--- src/rtl/div_seq_ctrl.sv ---
// div_seq_ctrl: sequences the multi-cycle divider and HI/LO writes for DIV/DIVU/MFHI/MFLO/MTHI/MTLO
module div_seq_ctrl #(
  parameter int DIV_LAT = 32,
  parameter int W = 32
) (
  input  logic           clk,
  input  logic           rst,
  input  logic           op_valid,
  output logic           op_ready,
  input  logic [5:0]     funct,
  input  logic [W-1:0]   rs_data,
  input  logic [W-1:0]   rt_data,
  input  logic           flush,
  output logic           div_rst,
  output logic [5:0]     div_signal,
  output logic [W-1:0]   div_a,
  output logic [W-1:0]   div_b,
  input  logic [2*W-1:0] div_dataout,
  input  logic [W-1:0]   hi_in,
  input  logic [W-1:0]   lo_in,
  output logic           hi_we,
  output logic           lo_we,
  output logic [W-1:0]   hi_wdata,
  output logic [W-1:0]   lo_wdata,
  output logic           mf_valid,
  output logic [W-1:0]   mf_data,
  output logic           busy
);
  localparam logic [5:0] F_MFHI = 6'b010000, F_MTHI = 6'b010001;
  localparam logic [5:0] F_MFLO = 6'b010010, F_MTLO = 6'b010011;
  localparam int CW = $clog2(DIV_LAT + 1);
  localparam logic [CW-1:0] LAST = CW'(DIV_LAT - 1);
  typedef enum logic [2:0] {IDLE, CLR, RUN, OUT, WB} state_t;
  state_t state;
  logic [CW-1:0] cnt;
  logic [5:0] fn;
  logic acc, is_div;
  assign op_ready = (state == IDLE) & ~rst;
  assign busy = state != IDLE;
  assign acc = op_valid & op_ready;
  assign is_div = funct[5:1] == 5'b01101;
  always_ff @(posedge clk or posedge rst) begin
    if (rst) begin
      state <= IDLE;
      cnt <= '0;
      fn <= '0;
      div_rst <= 1'b1;
      div_signal <= '0;
      div_a <= '0;
      div_b <= '0;
      hi_we <= 1'b0;
      lo_we <= 1'b0;
      hi_wdata <= '0;
      lo_wdata <= '0;
      mf_valid <= 1'b0;
      mf_data <= '0;
    end else begin
      div_rst <= 1'b0;
      hi_we <= 1'b0;
      lo_we <= 1'b0;
      mf_valid <= 1'b0;
      case (state)
        IDLE: if (acc) begin
          if (is_div && rt_data != '0) begin
            div_a <= rs_data;
            div_b <= rt_data;
            fn <= funct;
            div_rst <= 1'b1;
            state <= CLR;
          end else if (is_div) begin
            // divide by zero bypasses the divider entirely
            hi_wdata <= rs_data;
            lo_wdata <= '1;
            hi_we <= 1'b1;
            lo_we <= 1'b1;
            state <= WB;
          end else if (funct == F_MFHI || funct == F_MFLO) begin
            mf_valid <= 1'b1;
            mf_data <= funct == F_MFHI ? hi_in : lo_in;
          end else if (funct == F_MTHI) begin
            hi_we <= 1'b1;
            hi_wdata <= rs_data;
          end else if (funct == F_MTLO) begin
            lo_we <= 1'b1;
            lo_wdata <= rs_data;
          end
        end
        CLR, RUN, OUT: if (flush) begin
          div_rst <= 1'b1;
          div_signal <= '0;
          state <= IDLE;
        end else if (state == CLR) begin
          cnt <= '0;
          div_signal <= fn;
          state <= RUN;
        end else if (state == RUN) begin
          cnt <= cnt + 1'b1;
          div_signal <= cnt == LAST ? 6'b111111 : fn;
          state <= cnt == LAST ? OUT : RUN;
        end else begin
          hi_wdata <= div_dataout[2*W-1:W];
          lo_wdata <= div_dataout[W-1:0];
          hi_we <= 1'b1;
          lo_we <= 1'b1;
          div_signal <= '0;
          state <= WB;
        end
        WB: state <= IDLE;
        default: state <= IDLE;
      endcase
    end
  end
endmodule

--- config.mk ---
export PLATFORM = sky130hd
export DESIGN_NAME = div_seq_ctrl
export DESIGN_NICKNAME = d
export VERILOG_FILES = /design/src/rtl/div_seq_ctrl.sv
export SDC_FILE = /design/constraint.sdc
export NUM_CORES = 1
export LEC_CHECK = 0
export CAP_MARGIN = 30
export CORE_MARGIN = 2
export CORE_UTILIZATION = 39
export CTS_BUF_LIST = sky130_fd_sc_hd__clkbuf_8
export DETAILED_ROUTE_END_ITERATION = 12
export PLACE_DENSITY_LB_ADDON = 0.2
export SETUP_SLACK_MARGIN = 0.4
export SKIP_CTS_REPAIR_TIMING = 1
export SLEW_MARGIN = 20
export SYNTH_ARGS = -nofsm -noshare
export SYNTH_HDL_FRONTEND = slang
export SYNTH_SLANG_ARGS = --single-unit
--- constraint.sdc ---
create_clock -name clk -period 6.4 [get_ports clk]
set_input_delay 1.28 -clock clk [delete_from_list [all_inputs] [get_ports clk]]
set_output_delay 1.28 -clock clk [all_outputs]
set_load 0.03 [all_outputs]
==> metrics, run 1 <==
First DRT Iteration DRCs 310; average footprint of a synthesized cell 11.4 um^2; number of core rows 52; Post-Synthesis Cells 718; horizontal die dimension 149 um; number of nets in the layout approximately 1300; EDFF count, synth 0; number of antenna violations at the first check in global routing 0; die height 149 um; Distinct cells, synth 43; number of hold violations in the final report 0; sequential share of the synthesized area approximately 57%; largest fanout of any net on the critical path 3; register clock-pin slew on the reported worst setup and hold paths 0.09 ns; total number of H-tree levels 4; data required time of the critical path 5.12 ns; maximum buffer depth of the clock tree 2; total cell area at the placement stage 12100 um^2; count of input and output buffers 373; setup tns final 0 ns; Congestion Overflow GR 0; DR vias 6672; multi-input logic area 3330 um^2; number of I/O pins 374; final core utilization 61.6%; placeable core region 20400 um^2; slowest cell on the critical path sky130_fd_sc_hd__clkdlybuf4s50_1; number of maximum-capacitance violations 0; delay of the slowest critical-path stage 0.69 ns; cell area power density 297 nW/um^2; Detail Placement HPWL 18600 um; fmax 0.257 GHz; yosys warns 0; number of nets with antenna violations after detailed routing 0; count of filler cells inserted in the layout 1741; die area 22100 um^2; gpl congestion 0.790; Pins Over Slew Limit 0; Critical Path Most Common Cell sky130_fd_sc_hd__clkdlybuf4s50_1; share of post-route cells with drive strength above 1 around 5.4%; CP Class input pin to primary output; DR pass1 iterations 4; Vias/cell 4.92; final worst-path cycle share 60.7%; Antenna Cells 0; final setup slack of the worst path 2.52 ns; Cells after DPL approximately 1300; Max transition margin 35.5%; average wire per cell in the routed design 18.6 um; post-synthesis async set-or-reset flop share 100%; Crit path buffers/inverters 2; setup repair after global routing missed its margin false; vias in the first global route 6842; fin area 12600 um^2; nature of the critical path endpoint primary output; Synthesized Nets 921; sequential standard cell area 4630 um^2; worst-case register-to-register setup slack 3.47 ns; arrival time of the worst setup path 2.60 ns; Worst-Margin Slew 0.967 ns; leakage power total 5.78 nW; leading cell types in the layout, fill and taps excluded sky130_fd_sc_hd__clkdlybuf4s50_1, sky130_fd_sc_hd__dfrtp_1, sky130_fd_sc_hd__nand2_1, sky130_fd_sc_hd__mux2_1, sky130_fd_sc_hd__a21oi_1; pin count of the biggest net entering global routing 99; Root Driver sky130_fd_sc_hd__clkbuf_8; cells along the critical path clkdlybuf4s50_1 > nor2_1 > clkdlybuf4s50_1; Netlist Area Pre-Place 8180 um^2; dominant delay contributor by cell family on the critical path buffers and inverters; area added between synthesis and finish 54.0%; Initial Utilization around 40%; global-route usage over all layers approximately 23%; Routed WL 25300 um; final setup violation count 0; run status finished clean; commonest non-fill, non-tap cell in the layout sky130_fd_sc_hd__clkdlybuf4s50_1; Startpoint Class input pin; worst clock skew on the final layout 0.0119 ns; first-pass GRT wire length approximately 39000 um; tightest hold margin 0.470 ns; sum of internal, switching and leakage power 3.74 mW; Max VDD drop 0.146 mV; clock buffers created by TritonCTS 17; number of standard cells in the layout, taps in and fillers out 1355; class of the tightest hold or removal check register to register; insertion delay of the later-clocked pin in the worst-skew pair 0.46 ns; sinks on the clock net 185; Most used DFF post-synth sky130_fd_sc_hd__dfrtp_1; post-layout min period 3.88 ns; flops & latches, synth 185; TritonCTS clock tree yes; placement-stage worst setup slack 1.83 ns; number of DRC violations after detailed routing 0
## cell usage after synthesis, types with 2 or more instances
| cell | number | area [um^2] |
|---|---|---|
| sky130_fd_sc_hd__a21oi_1 | 67 | 335 |
| sky130_fd_sc_hd__and2_1 | 3 | 18.8 |
| sky130_fd_sc_hd__buf_2 | 24 | 120 |
| sky130_fd_sc_hd__buf_4 | 3 | 22.5 |
| sky130_fd_sc_hd__buf_6 | 2 | 22.5 |
| sky130_fd_sc_hd__clkbuf_1 | 16 | 60.1 |
| sky130_fd_sc_hd__dfrtp_1 | 184 | 4600 |
| sky130_fd_sc_hd__inv_1 | 4 | 15.0 |
| sky130_fd_sc_hd__mux2_1 | 93 | 1050 |
| sky130_fd_sc_hd__mux2_2 | 5 | 56.3 |
| sky130_fd_sc_hd__mux2i_1 | 64 | 641 |
| sky130_fd_sc_hd__nand2_1 | 119 | 447 |
| sky130_fd_sc_hd__nand2b_1 | 4 | 25.0 |
| sky130_fd_sc_hd__nand3_1 | 2 | 10.0 |
| sky130_fd_sc_hd__nand4_1 | 5 | 31.3 |
| sky130_fd_sc_hd__nor2_1 | 11 | 41.3 |
| sky130_fd_sc_hd__nor2b_1 | 2 | 12.5 |
| sky130_fd_sc_hd__nor4_1 | 8 | 50.1 |
| sky130_fd_sc_hd__o21ai_0 | 48 | 240 |
| sky130_fd_sc_hd__o21ai_1 | 28 | 140 |
| sky130_fd_sc_hd__xor2_1 | 4 | 35.0 |
## flip-flops by register name, summed over array words and instances, names as in the netlist
register    flops
hi_we           1
mf_valid        1
lo_we           1
fn              6
hi_wdata       32
div_rst         1
state           3
lo_wdata       32
div_a          32
div_signal      6
cnt             6
div_b          32
mf_data        32
## cell type report
type / instances / share of cell area (%)
clock buffer: 17 / 1.86
clock inverter: 15 / 1.48
inverter: 5 / 0.179
multi-input combinational: 482 / 26.5
sequential: 185 / 36.8
tap: 270 / 2.68
timing repair buffer: 381 / 30.6
## worst reg2reg max path: stages, from the launching register on
cell and delay [ns]:
sky130_fd_sc_hd__dfrtp_1 0.51, sky130_fd_sc_hd__nor3_4 0.33, sky130_fd_sc_hd__nand4_1 0.25, sky130_fd_sc_hd__o21ai_4 0.79, sky130_fd_sc_hd__and2_2 0.74, sky130_fd_sc_hd__a21oi_1 0.16
## cell families after synthesis
group,Yosys count,share of synthesized area (%)
muxes,162,21.3
buffers and inverters,51,3.03
xor gates and xnor gates,5,0.536
DFF,185,56.6
AOI/OAI and AO/OA,149,9.44
adders and majority gates,1,0.153
and+or+nand+nor,165,8.88
## power by group
group	total (mW)	internal [mW]	leakage, nW	switching, mW
clock	0.852	0.397	0.218	0.456
combinational	1.37	0.607	3.15	0.759
sequential	1.52	1.40	2.40	0.129
## worst paths after layout
kind	start	end	cells after the start
min	div_signal[2]	div_signal[2]	2
min in group asynchronous	rst	div_b[30]	2
min reg2reg	div_signal[2]	div_signal[2]	2
max reg2reg	state[1]	hi_wdata[7]	5
max	rst	op_ready	3
max in group asynchronous	rst	lo_wdata[21]	3
## routing by layer
metal | global-route usage, % | share of wire (%) | vias up
met5 | 0 | 0 | -
met4 | 6.00 | 1.2 | 0
met3 | 8.04 | 9.0 | 18
met2 | 39.2 | 50 | 225
met1 | 27.9 | 40 | 3225
li1 | - | - | 3204
Power figures use the tool's default switching activity.
==> run 2, diff against run 1 <==
- clock period: 6.4 -> 3.2 ns (I/O delays scaled with it)
==> metrics, run 2 (synthesized netlist as in run 1, its figures left out) <==
run status finished clean; pin count of the biggest net entering global routing just under 100; global-route usage over all layers a little under a quarter; gpl congestion between 0.8 and 0.9; nature of the critical path endpoint primary output; number of standard cells in the layout, taps in and fillers out 1366; placeable core region 20400 um^2; peak-usage layer in the global routing report met2; Initial Utilization 40.0%; number of maximum-capacitance violations 0; First DRT Iteration DRCs 272; area added between synthesis and finish 55.1%; horizontal die dimension 149 um; commonest non-fill, non-tap cell in the layout sky130_fd_sc_hd__clkdlybuf4s50_1; Pins Over Slew Limit 0; sequential standard cell area 4630 um^2; number of I/O pins 374; setup tns final 0 ns; share of post-route cells with drive strength above 1 6.30%; fmax 0.382 GHz; DR vias 6826; total number of H-tree levels 4; vias in the first global route 7143; average wire per cell in the routed design 18.6 um; Congestion Overflow GR 0; count of filler cells inserted in the layout 1726; die area 22100 um^2; data required time of the critical path 2.56 ns; Cells after DPL 1332; Antenna Cells 0; class of the tightest hold or removal check register to register; Detail Placement HPWL approximately 19000 um; multi-input logic area about 3300 um^2; maximum buffer depth of the clock tree 2; Worst-Margin Slew 0.577 ns; number of core rows 52; Root Driver sky130_fd_sc_hd__clkbuf_8; register clock-pin slew on the reported worst setup and hold paths 0.09 ns; CP Class register to primary output; clock buffers created by TritonCTS 17; Max VDD drop 0.345 mV; global-route met2 utilization 38.3%; number of hold violations in the final report 0; Routed WL 25400 um; first-pass GRT wire length 39700 um; final worst-path cycle share between 80 and 90%; Startpoint Class register; number of antenna violations at the first check in global routing 0; met1 layer usage reported by global route 28.6%; largest fanout of any net on the critical path 10; final setup violation count 0; sinks on the clock net approximately 190; leakage power total 5.82 nW; Vias/cell 5.00; number of nets in the layout 1287; sum of internal, switching and leakage power between 7 and 8 mW; setup repair after global routing missed its margin false; worst clock skew on the final layout 0.0132 ns; Max transition margin 61.5%; arrival time of the worst setup path between 1.5 and 2 ns; die height 149 um; insertion delay of the later-clocked pin in the worst-skew pair 0.45 ns; number of nets with antenna violations after detailed routing 0; count of input and output buffers 373; post-layout min period approximately 2.6 ns; TritonCTS clock tree yes; cell area power density approximately 580 nW/um^2; number of DRC violations after detailed routing 0; met3 Resource Use GR 8.75%; DR pass1 iterations 4; leading cell types in the layout, fill and taps excluded sky130_fd_sc_hd__clkdlybuf4s50_1, sky130_fd_sc_hd__dfrtp_1, sky130_fd_sc_hd__nand2_1, sky130_fd_sc_hd__mux2_1, sky130_fd_sc_hd__a21oi_1
-- run 2: cell types whose count changed in the layout (fill, tap and decap cells not counted), sizes merged --
cell | before | now
buf | 8 | 20
clkinvlp | 1 | 5
bufinv | 3 | 1
clkinv | 5 | 3
inv | 11 | 9
clkbuf | 17 | 18
clkdlybuf4s50 | 373 | 372
dlymetal6s2s | 0 | 1
-- run 2: metrics by stage --
step / setup slack, ns / cell area (um^2) / utilization, % / hold WS, ns
after floorplan: 0.182 / 8180 / - / 0.429
after global placement: 0.263 / 12300 / 60.0 / 0.443
after detailed placement: 0.287 / 12300 / 60.1 / 0.457
after CTS: 0.265 / 12700 / 61.9 / 0.479
after global routing: 0.483 / 12700 / 62.1 / 0.500
final: 0.584 / 12700 / 62.1 / 0.472
-- run 2: where the power goes --
| part | total, mW | internal, mW | switching (mW) | leakage [nW] |
|---|---|---|---|---|
| logic | 2.75 | 1.23 | 1.52 | 3.23 |
| registers | 3.04 | 2.79 | 0.254 | 2.40 |
| clock network | 1.55 | 0.655 | 0.897 | 0.183 |
| total | 7.34 | 4.68 | 2.67 | 5.82 |
-- run 2: area by class of cell --
type                            instances  share of cell area [%]
Clock buffer                           18                    1.95
Clock inverter                         13                    1.07
Inverter                                5                   0.178
Multi-Input combinational cell        482                    26.3
Sequential cell                       185                    36.5
Tap cell                              270                    2.66
Timing Repair Buffer                  393                    31.3
-- run 2: final timing paths --
| path | start | end | slack (ns) | cells after the start |
|---|---|---|---|---|
| min reg2reg | div_signal[5] | div_signal[5] | 0.47 | 2 |
| min | div_signal[5] | div_signal[5] | 0.47 | 2 |
| max reg2reg | state[1] | mf_data[24] | 0.93 | 7 |
| max | state[1] | busy | 0.58 | 3 |
| min in group asynchronous | rst | fn[0] | 0.81 | 3 |
| max in group asynchronous | rst | hi_wdata[24] | 1.94 | 3 |
-- run 2: routing by layer --
metal	share of wire, %	wire [um]
met1	40	10200
met2	48	12100
met3	9.4	2390
met4	2.6	666
met5	0	0
-- run 2: worst max-delay path, cell delays in order, from the launching register on --
cell and delay [ns]:
sky130_fd_sc_hd__dfrtp_1 0.51, sky130_fd_sc_hd__nor3_4 0.28, sky130_fd_sc_hd__inv_1 0.13, sky130_fd_sc_hd__clkdlybuf4s50_1 0.62
